### src/rtl/onehot_index_decoder_if.sv
// Stream bundle for the one-hot index decoder: an upstream word channel and a
// downstream result channel, both valid/ready.
interface onehot_index_decoder_if;
   logic        in_valid;
   logic        in_ready;
   logic [31:0] in_onehot;
   logic        out_valid;
   logic        out_ready;
   logic [4:0]  out_index;
   logic        out_none;
   logic        out_err;

   // master: the producer/consumer side; slave: the decoder itself
   modport master (
      output in_valid, in_onehot, out_ready,
      input  in_ready, out_valid, out_index, out_none, out_err
   );

   modport slave (
      input  in_valid, in_onehot, out_ready,
      output in_ready, out_valid, out_index, out_none, out_err
   );
endinterface

### src/rtl/onehot_index_decoder.sv
// Two-stage elastic decoder turning a 32-bit one-hot word into a binary index,
// flagging all-zero and multi-hot words and counting multi-hot results delivered.
module onehot_index_decoder #(
   parameter int COUNT_W = 16
) (
   input  logic                   clk,
   input  logic                   rst,
   onehot_index_decoder_if.slave  bus,
   input  logic                   clr_err,
   output logic [COUNT_W-1:0]     err_count
);

   // Handshake: a transfer happens on any cycle where valid and ready are both 1;
   // valid never depends on ready, and payload holds while valid=1 and ready=0.

   localparam logic [COUNT_W-1:0] CNT_MAX = '1;

   // stage 1: per-byte partials
   logic            s1_valid;
   logic [3:0]      s1_any;
   logic [3:0]      s1_multi;
   logic [3:0][2:0] s1_idx;

   // stage 2: final result
   logic            s2_valid;
   logic [4:0]      s2_index;
   logic            s2_none;
   logic            s2_err;

   logic            s2_advance;
   logic            s1_advance;
   logic            in_ready_int;
   logic            in_fire;
   logic            out_fire;

   logic [3:0]      byte_any;
   logic [3:0]      byte_multi;
   logic [3:0][2:0] byte_idx;

   logic [4:0]      m_index;
   logic            m_none;
   logic            m_err;

   assign s2_advance   = ~s2_valid | bus.out_ready;
   assign s1_advance   = s2_advance;
   assign in_ready_int = ~rst & (~s1_valid | s1_advance);
   assign in_fire      = bus.in_valid & in_ready_int;
   assign out_fire     = s2_valid & bus.out_ready;

   assign bus.in_ready  = in_ready_int;
   assign bus.out_valid = s2_valid;
   assign bus.out_index = s2_index;
   assign bus.out_none  = s2_none;
   assign bus.out_err   = s2_err;

   // Per byte: any bit set, more than one bit set, and highest set bit position.
   always_comb begin
      byte_any   = '0;
      byte_multi = '0;
      byte_idx   = '0;
      for (int i = 0; i < 4; i++) begin
         byte_any[i]   = |bus.in_onehot[8*i +: 8];
         byte_multi[i] = |(bus.in_onehot[8*i +: 8] & (bus.in_onehot[8*i +: 8] - 8'd1));
         for (int b = 0; b < 8; b++) begin
            if (bus.in_onehot[8*i + b]) begin
               byte_idx[i] = 3'(b);
            end
         end
      end
   end

   always_ff @(posedge clk) begin
      if (rst) begin
         s1_valid <= 1'b0;
         s1_any   <= '0;
         s1_multi <= '0;
         s1_idx   <= '0;
      end else begin
         if (in_ready_int) begin
            s1_valid <= bus.in_valid;
         end
         if (in_fire) begin
            s1_any   <= byte_any;
            s1_multi <= byte_multi;
            s1_idx   <= byte_idx;
         end
      end
   end

   // Highest non-empty byte wins, matching the encoder's bit-31-first priority;
   // a word is multi-hot if any byte is, or if two bytes are non-empty.
   always_comb begin
      m_index = '0;
      for (int i = 0; i < 4; i++) begin
         if (s1_any[i]) begin
            m_index = {2'(i), s1_idx[i]};
         end
      end
      m_none = ~|s1_any;
      m_err  = (|s1_multi) | (|(s1_any & (s1_any - 4'd1)));
   end

   always_ff @(posedge clk) begin
      if (rst) begin
         s2_valid <= 1'b0;
         s2_index <= '0;
         s2_none  <= 1'b0;
         s2_err   <= 1'b0;
      end else if (s2_advance) begin
         s2_valid <= s1_valid;
         if (s1_valid) begin
            s2_index <= m_index;
            s2_none  <= m_none;
            s2_err   <= m_err;
         end
      end
   end

   // Clear beats a same-cycle increment; saturate rather than wrap.
   always_ff @(posedge clk) begin
      if (rst || clr_err) begin
         err_count <= '0;
      end else if (out_fire && s2_err && (err_count != CNT_MAX)) begin
         err_count <= err_count + 1'b1;
      end
   end

endmodule

### src/flat_wrapper.sv
// flat-port wrapper written by rule: the top's interface ports become plain ports
module onehot_index_decoder_flat 
#(
   parameter int COUNT_W = 16
)
  (clk, rst, clr_err, err_count, bus_in_valid, bus_in_onehot, bus_out_ready, bus_in_ready, bus_out_valid, bus_out_index, bus_out_none, bus_out_err);
  onehot_index_decoder_if bus_i ();
  input  logic clk;
  input  logic rst;
  input  logic clr_err;
  output logic [COUNT_W-1:0] err_count;
  input wire logic [$bits(bus_i.in_valid)-1:0] bus_in_valid;
  input wire logic [$bits(bus_i.in_onehot)-1:0] bus_in_onehot;
  input wire logic [$bits(bus_i.out_ready)-1:0] bus_out_ready;
  output wire logic [$bits(bus_i.in_ready)-1:0] bus_in_ready;
  output wire logic [$bits(bus_i.out_valid)-1:0] bus_out_valid;
  output wire logic [$bits(bus_i.out_index)-1:0] bus_out_index;
  output wire logic [$bits(bus_i.out_none)-1:0] bus_out_none;
  output wire logic [$bits(bus_i.out_err)-1:0] bus_out_err;
  assign bus_i.in_valid = bus_in_valid;
  assign bus_i.in_onehot = bus_in_onehot;
  assign bus_i.out_ready = bus_out_ready;
  assign bus_in_ready = bus_i.in_ready;
  assign bus_out_valid = bus_i.out_valid;
  assign bus_out_index = bus_i.out_index;
  assign bus_out_none = bus_i.out_none;
  assign bus_out_err = bus_i.out_err;
  onehot_index_decoder #(.COUNT_W(COUNT_W)) u_core (.clk(clk), .rst(rst), .bus(bus_i), .clr_err(clr_err), .err_count(err_count));
endmodule
### config.mk
export PLATFORM = sky130hd
export DESIGN_NAME = onehot_index_decoder_flat
export DESIGN_NICKNAME = d
export VERILOG_FILES = /design/src/rtl/onehot_index_decoder_if.sv /design/src/rtl/onehot_index_decoder.sv /design/src/flat_wrapper.sv
export SDC_FILE = /design/constraint.sdc
export NUM_CORES = 1
export LEC_CHECK = 0
export CAP_MARGIN = 40
export CORE_MARGIN = 4
export CORE_UTILIZATION = 29
export CTS_CLUSTER_DIAMETER = 60
export DETAILED_ROUTE_END_ITERATION = 8
export GPL_TIMING_DRIVEN = 0
export PLACE_DENSITY_LB_ADDON = 0.12
export SYNTH_ARGS = -nofsm -noshare
export SYNTH_HDL_FRONTEND = slang
export SYNTH_SLANG_ARGS = --single-unit
### constraint.sdc
create_clock -name clk -period 3.7 [get_ports clk]
set_input_delay 0.555 -clock clk [delete_from_list [all_inputs] [get_ports clk]]
set_output_delay 0.555 -clock clk [all_outputs]
set_load 0.05 [all_outputs]
==> impl_metrics.ini, run 1 <==
[hold_path]
holdPathEnd = u_core.bus.out_none
hold_depth = 2
hp-start = u_core.bus.out_none
hold_class = flop to flop

[setup_path]
critPathKind = input pin to output port
rr_startpoint = u_core.err_count[0]
end_kind = output port
start_kind = input pin
path_max_fanout = 4
startpoint = bus_out_ready
crit_required_ps = 3140
crit-reg2reg-capture = u_core.err_count[4]
reg2reg_slack_ps = 1290
worst_ep_arrival_time_ps = 2230
reg2reg_depth = 7

[sta]
finClkSkew_ps = 6.00
max_freq_mhz = 359
setup_viol = 0
post-route-min-period_ps = 2790
setup_tns_ps = 0
setup_slack_ps = 915
finalMaxSlewViolations = 0
fin_crit_sh_pct = 75.3
relSlewSlack_pct = 42.6
rsz0062_at_grt = false
tightest_slew_ps = 859
finalHoldViolCount = 0

[yosys]
ys_async_sr_fraction_pct = 0
yosysWarnings = 0
synth_cell_type_count = 48
syn_avg_cell_area_sq_um = 7.95
ys_seq_elements = 45
synth_edf_count = 0
synth_nets = 340
synth.cell_area_sq_um = 2400
seq_area_frac_synth_pct = 37.5
synthesis.instances = 302
synthFlopType = dfxtp_1

[pwr]
power.share.clock_pct = 29.9
seqPwrFrac_pct = 50.8
combPwrFrac_pct = 19.2
netSwitchingFraction_pct = 27.9
p_int_w = 0.000747
p_leak_nw = 1.05
power_density_nw_per_um2 = 322
peakVddDrop_mv = 0.140
switchingPower_w = 0.000289

[global_routing]
antenna_found_initial = 0
grtUsageTotal_pct = 13.5
grt_max_degree = 13
grt_pass1_wl_um = 10900
grt_pass1_vias = 2200
grt_overflow = 0

[placement]
placed_area_sq_um = 3130
dp_hpwl_um = 5180
portBuffers = 60
gp_congestion = 0.869
dpl_worst_slack_ps = 813
dp_cells = 464

[die]
ioPinCount = 62
start_util_pct = 30.4
num_rows = 32
core_area_sq_um = 7890
die_h_um = 99.0
die_area_sq_um = 9800
dieWidth_um = 99.0

[outcome]
outcome = finished, final reports clean

[clock_tree]
clk_pin_slew_ps = 80
cts_tree = built
postCtsSetupBuffers = 0
cts.htree.levels = 2
clkSinkCount = 45
cts_made_buffers = 5
clk_latency_ps = 300
clockRootBuffer = clkbuf_8
cts-hold-fix-buffers = 0
clock_tree.buffer_depth = 2
ctsResizeCount = 0

[flow_run]
maxCapViolCount = 0

[route]
vias = 2529
drc = 0
vias_per_cell = 5.37
dr.first_iter.drc_count = 122
routed_wl_um = 6670
post_drt_wl_per_cell_um = 14.2
drtPass1Iterations = 4
drt.antenna.violating_nets = 0

[cells_and_area]
fin_nets = 407
final_cell_area_sq_um = 3210
fillers = 829
final_cell_mix = clkdlybuf4s50_1 (60), dfxtp_1 (45), a21oi_1 (38)
diodes = 0
drive_above_1_share_pct = 4.34
instances_no_fill = 471
syn2layout_area_growth_pct = 33.9
final_common_cell = clkdlybuf4s50_1
-- routing by layer --
layer | vias to the layer above | global-route usage, % | wire (um)
met5 | - | 0 | 0
met1 | 1172 | 20.2 | 3490
met2 | 54 | 19.3 | 2780
met3 | 5 | 3.11 | 341
met4 | 0 | 3.15 | 64
li1 | 1298 | - | -
-- how the worst max path moves through the flow --
| stage | to | slack [ps] | cells after the start |
|---|---|---|---|
| after global routing | bus_in_ready | 770 | 4 |
| after floorplan | u_core.err_count[4] | 1510 | 7 |
| after global placement | u_core.s1_any[2] | 800 | 5 |
| final | bus_in_ready | 910 | 4 |
| after CTS | bus_in_ready | 910 | 4 |
| after detailed placement | u_core.s1_any[2] | 810 | 5 |
-- area by class of cell --
type | instances | area, sq um | area share [%]
Clock buffer | 7 | 86.3 | 2.69
Timing Repair Buffer | 60 | 601 | 18.7
Tap cell | 102 | 128 | 3.97
Multi-Input combinational cell | 230 | 1390 | 43.4
Buffer | 15 | 60.1 | 1.87
Sequential cell | 45 | 901 | 28.0
Inverter | 12 | 45.0 | 1.40
-- power groups by stage --
| stage | clock network, W | logic, W | registers, W |
|---|---|---|---|
| after global routing | 0.000341 | 0.000221 | 0.000531 |
| after floorplan | 0 | 0.0000890 | 0.000555 |
| final | 0.000310 | 0.000199 | 0.000527 |
| after CTS | 0.000323 | 0.000200 | 0.000527 |
| after detailed placement | 0 | 0.000199 | 0.000538 |
| after global placement | 0 | 0.000199 | 0.000538 |
-- flip-flops by register name, summed over array words and instances (netlist names) --
signal                count
u_core.bus.out_err        1
u_core.s1_valid           1
u_core.s1_any             4
u_core.bus.out_index      5
u_core.bus.out_none       1
u_core.s1_multi           4
u_core.bus.out_valid      1
u_core.s1_idx            12
u_core.err_count         16
-- metrics by stage --
step	utilization [%]	hold slack (ps)	power, W
2_1_floorplan	-	440	0.000644
3_3_place_gp	39.7	448	0.000737
3_5_place_dp	39.7	460	0.000738
4_1_cts	40.8	473	0.00105
5_1_grt	40.8	496	0.00109
6_report	40.8	465	0.00104
-- critical path: stages --
cell and delay (ps):
clkdlybuf4s50_1 530, and3b_1 230, nor2_1 90, clkdlybuf4s50_1 830
-- cells in the mapped netlist, types with 2 or more instances --
cell type	count	area (sq um)
nand3_2	2	20.0
buf_2	2	10.0
a41oi_1	3	26.3
o31ai_1	5	37.5
o211ai_1	3	22.5
o41ai_1	5	43.8
o21bai_1	4	30.0
and3_1	3	18.8
mux2i_1	2	20.0
dfxtp_1	45	901
nor2_1	25	93.8
nor3_1	16	80.1
and2_1	2	12.5
or4_1	12	90.1
a21oi_1	38	190
nand4_1	3	18.8
a2111oi_0	2	17.5
a211oi_1	6	45.0
a211o_1	7	61.3
clkbuf_1	11	41.3
o221ai_1	3	26.3
maj3_1	4	40.0
nand3_1	11	55.1
or3_1	7	43.8
nand2_1	14	52.6
nand2b_1	5	31.3
o21ai_0	17	85.1
a22oi_1	3	22.5
inv_1	12	45.0
nor4_1	12	75.1
-- logic make-up after synthesis --
group	share of synthesized area, %
DFF	37.5
buffers and inverters	4.38
AOI/OAI and AO/OA	27.0
and+or+nand+nor	28.1
adders and majority gates	2.19
muxes	0.834
No activity file was read; power rests on OpenSTA's default activity.
==> inputs of run 2 (changes only) <==
- clock period: 3.7 -> 2.51 ns (I/O delays scaled with it)
==> impl_metrics.ini, run 2 (synthesis results as in run 1) <==
[outcome]
outcome = finished, final reports clean

[placement]
dp_hpwl_um = 5180
dp_cells = 464
placed_area_sq_um = 3130
gp_congestion = 0.869
portBuffers = 60

[global_routing]
grtUsageTotal_pct = 13.5
grt_pass1_vias = 2200
grt_overflow = 0
grt_pass1_wl_um = 10900
antenna_found_initial = 0
grt_max_degree = 13

[cells_and_area]
multi_input_area_sq_um = 1410
fin_util_pct = 40.9
diodes = 0
final_cell_area_sq_um = 3230
final_cell_mix = clkdlybuf4s50_1 (59), dfxtp_1 (45), a21oi_1 (38)
fin_nets = 407
final_common_cell = clkdlybuf4s50_1
fillers = 826
regArea_sq_um = 901
largest_register_ffs = 16
instances_no_fill = 471
syn2layout_area_growth_pct = 34.6
regMostFlops = u_core.err_count
drive_above_1_share_pct = 5.15

[clock_tree]
cts_made_buffers = 5
clk_pin_slew_ps = 80
clockRootBuffer = clkbuf_8
cts.htree.levels = 2
clkSinkCount = 45
cts_tree = built
clk_latency_ps = 300
clock_tree.buffer_depth = 2

[die]
num_rows = 32
core_area_sq_um = 7890
start_util_pct = 30.4
die_h_um = 99.0
die_area_sq_um = 9800
ioPinCount = 62
dieWidth_um = 99.0

[sta]
fin_crit_sh_pct = 91.5
holdWs_ps = 465
finalMaxSlewViolations = 0
post-route-min-period_ps = 2300
tightest_slew_ps = 535
max_freq_mhz = 435
finalHoldViolCount = 0
rsz0062_at_grt = false
relSlewSlack_pct = 64.4
setup_viol = 0
finClkSkew_ps = 5.95

[setup_path]
worstPathCellList = ha_1 -> nand3_1 -> nor4_2 -> clkbuf_1 -> buf_2 -> o21ai_0 -> a21oi_1
crit_required_ps = 2740
path_max_fanout = 10
critPathKind = flop to flop
cp_slowest_stage_delay_ps = 450
end_kind = flop
worst_ep_arrival_time_ps = 2530
path_buf_inv = 2
start_kind = flop
critPathSlowestCell = dfxtp_1
crit_family = buffers and inverters

[pwr]
power_density_nw_per_um2 = 473
peakVddDrop_mv = 0.205
p_leak_nw = 1.07
power_w = 0.00153

[route]
drt.antenna.violating_nets = 0
drtPass1Iterations = 4
vias_per_cell = 5.37
routed_wl_um = 6660
dr.first_iter.drc_count = 121
post_drt_wl_per_cell_um = 14.1
drc = 0
vias = 2528

[flow_run]
maxCapViolCount = 0

[hold_path]
hold_class = flop to flop
run 2: cell types whose count changed in the layout (fill, tap and decap cells not counted), sizes merged:
cell	change
buf	-1
dlymetal6s2s	+1
clkbuf	+1
clkdlybuf4s50	-1
run 2: final timing paths:
kind | from | slack [ps] | depth (start not counted) | endpoint
hold reg to reg | u_core.bus.out_none | 470 | 2 | u_core.bus.out_none
setup reg to reg | u_core.err_count[0] | 210 | 7 | u_core.err_count[4]
setup / recovery | u_core.err_count[0] | 210 | 7 | u_core.err_count[4]
hold / removal | u_core.bus.out_none | 470 | 2 | u_core.bus.out_none
run 2: routing by layer:
layer  GRT usage, %  share of wire, %  vias up
met4           3.15               1.1        0
met1           20.2                52     1167
li1               -                 -     1297
met2           19.3                42       57
met3           3.11               5.2        7
met5              0                 0        -
run 2: through the flow:
step | worst slack, ps | setup TNS, ps
2_1_floorplan | 317 | 0
3_3_place_gp | -207 | -1560
3_5_place_dp | -199 | -1520
4_1_cts | 76.7 | 0
5_1_grt | 22.1 | 0
6_report | 212 | 0
run 2: final cells by class:
| cell class | count | share of cell area [%] |
|---|---|---|
| inverter | 12 | 1.39 |
| tap | 102 | 3.95 |
| timing repair buffer | 60 | 18.7 |
| multi-input combinational | 230 | 43.5 |
| buffer | 15 | 1.90 |
| sequential | 45 | 27.9 |
| clock buffer | 7 | 2.67 |
run 2: where the power goes:
group,switching [W],total [W],internal (W)
logic,0.000164,0.000294,0.000130
clock network,0.000238,0.000457,0.000219
registers,0.0000233,0.000777,0.000753
run 2: worst register-to-register path, delay by kind of cell, from the launching register on:
| family | cells | cell delay (ps) |
|---|---|---|
| AO/OA/AOI/OAI | 2 | 250 |
| adder cells (fa/ha/maj) | 1 | 230 |
| buffers and inverters | 2 | 690 |
| flip-flops | 1 | 450 |
| AND/OR/NAND/NOR | 2 | 610 |
run 2: timing repair:
| action | in CTS | in global routing |
|---|---|---|
| endpoints found under the hold margin | 0 | 0 |
| hold buffers | 0 | 0 |
| gates resized for setup | 0 | 4 |
| setup endpoints to repair | 0 | 14 |
| buffers inserted | 0 | 0 |
